[config.mk]
export PLATFORM = sky130hd
export DESIGN_NAME = fsmseq_tx
export DESIGN_NICKNAME = d
export VERILOG_FILES = /design/src/rtl/fsmseq_tx.sv
export SDC_FILE = /design/constraint.sdc
export NUM_CORES = 1
export LEC_CHECK = 0
export ABC_AREA = 1
export CELL_PAD_IN_SITES_DETAIL_PLACEMENT = 1
export CELL_PAD_IN_SITES_GLOBAL_PLACEMENT = 2
export CORE_ASPECT_RATIO = 0.75
export CORE_MARGIN = 2
export CORE_UTILIZATION = 29
export CTS_CLUSTER_DIAMETER = 80
export CTS_CLUSTER_SIZE = 25
export DETAILED_ROUTE_END_ITERATION = 16
export PLACE_DENSITY_LB_ADDON = 0.1
export SLEW_MARGIN = 20
export SYNTH_ARGS = -nofsm -noshare
export SYNTH_HDL_FRONTEND = slang
export SYNTH_SLANG_ARGS = --single-unit
[constraint.sdc]
create_clock -name clk -period 1.5 [get_ports clk]
set_input_delay 0.3 -clock clk [delete_from_list [all_inputs] [get_ports clk]]
set_output_delay 0.3 -clock clk [all_outputs]
set_load 0.05 [all_outputs]
[src/rtl/fsmseq_tx.sv]
`default_nettype none
// +--------------------------------------------------------------------------+
// | fsmseq_tx : serial frame transmitter (preamble 1101, MSB-first payload,  |
// |             forced idle gap). Optional even parity: FSMSEQ_TX_PARITY_EN  |
// | Revision  : 1.0                                                          |
// +--------------------------------------------------------------------------+
module fsmseq_tx #(
  parameter int DATA_W = 4,
  parameter int GAP    = 2
) (
  input  logic              clk,
  input  logic              reset_n,
  input  logic              in_valid,
  output logic              in_ready,
  input  logic [DATA_W-1:0] in_data,
  output logic              data,
  output logic              busy,
  output logic              done
);

  localparam int c_MAX_A = (DATA_W > 4) ? DATA_W : 4;
  localparam int c_MAX_B = (GAP > c_MAX_A) ? GAP : c_MAX_A;
  localparam int c_CNT_W = ($clog2(c_MAX_B) < 1) ? 1 : $clog2(c_MAX_B);

  localparam logic [c_CNT_W-1:0] c_PRE_LOAD = c_CNT_W'(3);
  localparam logic [c_CNT_W-1:0] c_PAY_LOAD = c_CNT_W'(DATA_W - 1);
  localparam logic [c_CNT_W-1:0] c_GAP_LOAD = c_CNT_W'((GAP > 0) ? GAP - 1 : 0);
  localparam logic [c_CNT_W-1:0] c_CNT_ONE  = c_CNT_W'(1);
  localparam logic [c_CNT_W-1:0] c_CNT_TWO  = c_CNT_W'(2);

  localparam logic [2:0] c_ST_IDLE = 3'd0;
  localparam logic [2:0] c_ST_PRE  = 3'd1;
  localparam logic [2:0] c_ST_PAY  = 3'd2;
  localparam logic [2:0] c_ST_PAR  = 3'd3;
  localparam logic [2:0] c_ST_GAP  = 3'd4;

  // With GAP=0 the frame returns straight to IDLE after its last bit.
  localparam logic [2:0] c_POST_STATE = (GAP > 0) ? c_ST_GAP : c_ST_IDLE;

`ifdef FSMSEQ_TX_PARITY_EN
  localparam logic c_PAR_EN = 1'b1;
`else
  localparam logic c_PAR_EN = 1'b0;
`endif

  logic [2:0]         r_state;
  logic [2:0]         w_state_nxt;
  logic [c_CNT_W-1:0] r_cnt;
  logic [c_CNT_W-1:0] w_cnt_nxt;
  logic [DATA_W-1:0]  r_shreg;
  logic               r_data;
  logic               r_done;
  logic               w_data_nxt;
  logic               w_done_nxt;
  logic               w_load;
  logic               w_shift;
  logic               w_accept;

`ifdef FSMSEQ_TX_PARITY_EN
  logic r_parity;
`endif

  assign in_ready = (r_state == c_ST_IDLE);
  assign busy     = (r_state != c_ST_IDLE);
  assign data     = r_data;
  assign done     = r_done;
  assign w_accept = in_valid & in_ready;

  // State names the bit currently on the line; r_data/r_done are loaded with
  // the next bit so the line changes on the same edge as the state.
  always_comb begin
    w_state_nxt = r_state;
    w_cnt_nxt   = r_cnt;
    w_data_nxt  = 1'b0;
    w_done_nxt  = 1'b0;
    w_load      = 1'b0;
    w_shift     = 1'b0;
    case (r_state)
      c_ST_IDLE: begin
        if (w_accept) begin
          w_state_nxt = c_ST_PRE;
          w_cnt_nxt   = c_PRE_LOAD;
          w_data_nxt  = 1'b1;
          w_load      = 1'b1;
        end
      end
      c_ST_PRE: begin
        if (r_cnt == '0) begin
          w_state_nxt = c_ST_PAY;
          w_cnt_nxt   = c_PAY_LOAD;
          w_data_nxt  = r_shreg[DATA_W-1];
          w_shift     = 1'b1;
          w_done_nxt  = !c_PAR_EN && (c_PAY_LOAD == '0);
        end else begin
          w_cnt_nxt  = r_cnt - c_CNT_ONE;
          w_data_nxt = (r_cnt != c_CNT_TWO);
        end
      end
      c_ST_PAY: begin
        if (r_cnt == '0) begin
`ifdef FSMSEQ_TX_PARITY_EN
          w_state_nxt = c_ST_PAR;
          w_data_nxt  = r_parity;
          w_done_nxt  = 1'b1;
`else
          w_state_nxt = c_POST_STATE;
          w_cnt_nxt   = c_GAP_LOAD;
`endif
        end else begin
          w_cnt_nxt  = r_cnt - c_CNT_ONE;
          w_data_nxt = r_shreg[DATA_W-1];
          w_shift    = 1'b1;
          w_done_nxt = !c_PAR_EN && (r_cnt == c_CNT_ONE);
        end
      end
`ifdef FSMSEQ_TX_PARITY_EN
      c_ST_PAR: begin
        w_state_nxt = c_POST_STATE;
        w_cnt_nxt   = c_GAP_LOAD;
      end
`endif
      c_ST_GAP: begin
        if (r_cnt == '0) begin
          w_state_nxt = c_ST_IDLE;
        end else begin
          w_cnt_nxt = r_cnt - c_CNT_ONE;
        end
      end
      default: begin
        w_state_nxt = c_ST_IDLE;
        w_cnt_nxt   = '0;
      end
    endcase
  end

  always_ff @(posedge clk or negedge reset_n) begin
    if (!reset_n) begin
      r_state <= c_ST_IDLE;
      r_cnt   <= '0;
      r_shreg <= '0;
      r_data  <= 1'b0;
      r_done  <= 1'b0;
    end else begin
      r_state <= w_state_nxt;
      r_cnt   <= w_cnt_nxt;
      r_data  <= w_data_nxt;
      r_done  <= w_done_nxt;
      if (w_load) begin
        r_shreg <= in_data;
      end else if (w_shift) begin
        r_shreg <= r_shreg << 1;
      end
    end
  end

`ifdef FSMSEQ_TX_PARITY_EN
  always_ff @(posedge clk or negedge reset_n) begin
    if (!reset_n) begin
      r_parity <= 1'b0;
    end else if (w_load) begin
      r_parity <= ^in_data;
    end
  end
`endif

endmodule
`default_nettype wire

==> results of run 1 <==
-- sequential cells by signal (all words and copies together) (netlist names) --
register / cells
r_shreg: 4
r_state: 3
done: 1
data: 1
r_cnt: 2
-- final cells by class --
| class | count | area [sq um] | share of cell area [%] |
|---|---|---|---|
| well taps | 34 | 42.54 | 4.433 |
| inverters | 14 | 52.55 | 5.476 |
| repair buffers | 19 | 207.7 | 21.64 |
| clock buffers | 3 | 22.52 | 2.347 |
| clock inverters | 1 | 5.005 | 0.5215 |
| multi-input cells | 65 | 354.1 | 36.90 |
| flip-flops and latches | 11 | 275.3 | 28.68 |
-- layer usage --
metal	up-vias	wire [um]	part of all wire [%]
met5	-	0	0
met4	0	10	0.60
met3	2	108	6.5
met2	15	648	39
met1	289	901	54
li1	325	-	-
-- cell usage in the layout, fill, tap and decap left out, types with 2 or more instances in the layout --
master           instances
nand3_2                  4
clkbuf_4                 3
buf_4                    9
inv_2                    7
clkdlybuf4s50_1          6
inv_1                    7
ha_1                     4
nor2_1                   2
dfrtp_1                 11
o21ai_0                  3
nand2_2                  4
nand4_1                  4
nand2_1                 36
buf_12                   4
nand3_1                  3
-- logic make-up after synthesis --
logic type      count (synthesis)  synth area share, %
compound gates                  3                2.181
fa+ha+maj                       4                7.273
buf+inv                        15                9.273
flops                          11                40.00
simple gates                   58                41.27
-- repair_timing --
action                     in CTS  in global routing
buffers inserted                2                  2
setup endpoints to repair       1                  3
gates cloned                    0                  0
pin swaps                       0                  2
resized for setup               0                  2
-- path summary, 6_finish.rpt --
check | start | endpoint | slack (ps) | cells past startpoint
worst max-delay path | r_state[0]$_DFFE_PN0P_ | busy | 30 | 5
worst min-delay path | reset_n | r_cnt[0]$_DFFE_PN0P_ | 320 | 2
worst max register to register | r_state[1]$_DFFE_PN0P_ | r_shreg[1]$_DFFE_PN0P_ | 150 | 8
worst min register to register | r_shreg[0]$_DFFE_PN0P_ | r_shreg[0]$_DFFE_PN0P_ | 530 | 2
max in group asynchronous | reset_n | r_shreg[0]$_DFFE_PN0P_ | 1020 | 2
min in group clk | r_shreg[0]$_DFFE_PN0P_ | r_shreg[0]$_DFFE_PN0P_ | 530 | 2
-- power groups by stage --
stage               clock, uW  sequential, uW  combinational [uW]
floorplan                   0             581                 924
global placement            0             536                1530
detailed placement          0             535                1540
CTS                       215             507                1610
global route              235             522                1820
finish                    205             509                1650
-- metrics by stage --
step / setup slack [ps] / util (%) / total power, uW
global route: -19.18 / 42.26 / 2578
floorplan: 48.39 / - / 1505
finish: 34.22 / 42.26 / 2359
CTS: 9.859 / 41.60 / 2331
detailed placement: -17.88 / 39.72 / 2074
global placement: -18.37 / 39.72 / 2069
==> flow_summary_export.csv, run 1 <==
group,metric,value,unit
cts,cts_tree,"built",
placed_design,placed_cells,139,
power_and_ir_drop,p_per_area,2458,nW/um^2
timing,worst_slew_pin_slew,231.7,ps
timing,hold_ws,324.6,ps
yosys,synth_cell_type_count,16,
cts,clkTransAtPathRegs,80,ps
grt,met3_usage,6.461,%
yosys,ys_seq_area_share,40.00,%
critical_path,worstPathCellList,"inv_2, nand2_2, nor2_4, inv_2, buf_12",
grt,overflow,0,
floorplanning,initial_utilization,30.30,%
cts,cts_max_path_buffers,2,
finish,areaGrowthSynthToFinish,39.45,%
grt,grt_max_degree,12,
yosys,synth_area_leaders,"dfrtp_1 40%, nand2_1 20%, ha_1 7.3%, nand3_2 5.8%, inv_1 4.9%",
routing,drtIter0Drc,7,
cts,htreeDepth,1,
critical_path,critical_path_buf_inv_count,3,
critical_path,start_kind,"register",
timing,slew_viol_final,0,
yosys,synth_fp_nets,102,
floorplanning,chipWidth,60.25,um
yosys,yosysMostFrequentCell,"nand2_1",
timing,final_hold_viol_count,0,
critical_path,path_common_cell,"inv_2",
grt,use_met1,20.00,%
critical_path,path_delay_family,"flip-flops",
floorplanning,io_pins,11,
cts,numClockSinks,11,
power_and_ir_drop,netSwitchingPower,1144,uW
yosys,synth_edf_count,0,
cts,cts-hold-fix-buffers,0,
power_and_ir_drop,p_leak,0.0005217,uW
critical_path,crit_path_end_kind,"output pin",
yosys,netlist_instances,91,
yosys,syn_area,688.2,sq um
grt,grt_pass1_wl,2642,um
routing,drc,0,
floorplanning,core_area,2271,sq um
critical_path,arrival,1170,ps
power_and_ir_drop,pwr-share-clk,8.7,%
finish,final_net_count,125,
routing,via_count,631,
outcome,status,"completed",
finish,drive_above_1_share,30.97,%
floorplanning,die-area,2783,sq um
grt,antenna_found_initial,0,
yosys,yosys_warnings,0,
power_and_ir_drop,p_sw_share,48.48,%
cts,insertion_delay,270,ps
grt,grt_pass1_vias,568,
routing,firstDrtPassIters,4,
grt,gr-max-usage-layer,"met1",
timing,max_freq,682.2,MHz
timing,min_period,1466,ps
placed_design,hpwl,1333,um
grt,globalRouteMet2Util,18.48,%
timing,finClkSkew,3.687,ps
floorplanning,rows,15,
critical_path,slowest_stage,"dfrtp_1",
timing,fin_crit_sh,97.72,%
routing,ant_nets,0,
finish,final_cell_area,959.7,sq um
hold_path,hold_class,"in -> async",
job,cap_violations,0,
routing,wl_per_cell,11.35,um
timing,setup_tns,0,ps
cts,cts_buffers,3,
yosys,yosys_most_used_dff,"dfrtp_1",
placed_design,placed_area,902.1,sq um
yosys,async_flop_share,100.0,%
timing,slew_headroom,84.49,%
timing,rsz0062_at_grt,"true",
cts,clock-root-buffer,"clkbuf_4",
routing,via_per_inst,4.293,
yosys,yosys-top-cells-count,"36 x nand2_1, 11 x dfrtp_1, 9 x inv_1",
finish,diodes,0,
placed_design,io_buffer_count,10,
power_and_ir_drop,p_comb_share,69.8,%
critical_path,max_stage_delay,390,ps
yosys,yosys_register_bits,11,
routing,totalWireLength,1669,um
grt,track_usage,13.79,%
floorplanning,die_h,46.19,um
finish,fillers,276,
power_and_ir_drop,pwr-share-seq,21.6,%
critical_path,crit_required,1200,ps
power_and_ir_drop,p_int,1215,uW
timing,setup_viol,0,
yosys,yosys.area.top_type_share,40.00,%
critical_path,cp_max_fo,3,
placed_design,place_congestion,0.7483,
critical_path,worstSetupPathType,"reg -> out",
yosys,netlist.top_cell.by_area,"dfrtp_1",
power_and_ir_drop,ir_worst_vdd,0.0008394,V
yosys,syn_avg_cell_area,7.562,sq um
finish,final_cells,147,
Power figures use the tool's default switching activity.
==> run 2: changes to the inputs <==
--- a/config.mk
+++ b/config.mk
@@ -14,6 +14,7 @@
 export CTS_CLUSTER_DIAMETER = 80
 export CTS_CLUSTER_SIZE = 25
 export DETAILED_ROUTE_END_ITERATION = 16
+export GPL_ROUTABILITY_DRIVEN = 0
 export PLACE_DENSITY_LB_ADDON = 0.1
 export SLEW_MARGIN = 20
 export SYNTH_ARGS = -nofsm -noshare
==> results of run 2 <==
Final layout, timing and power as in run 1 (identical DEF).
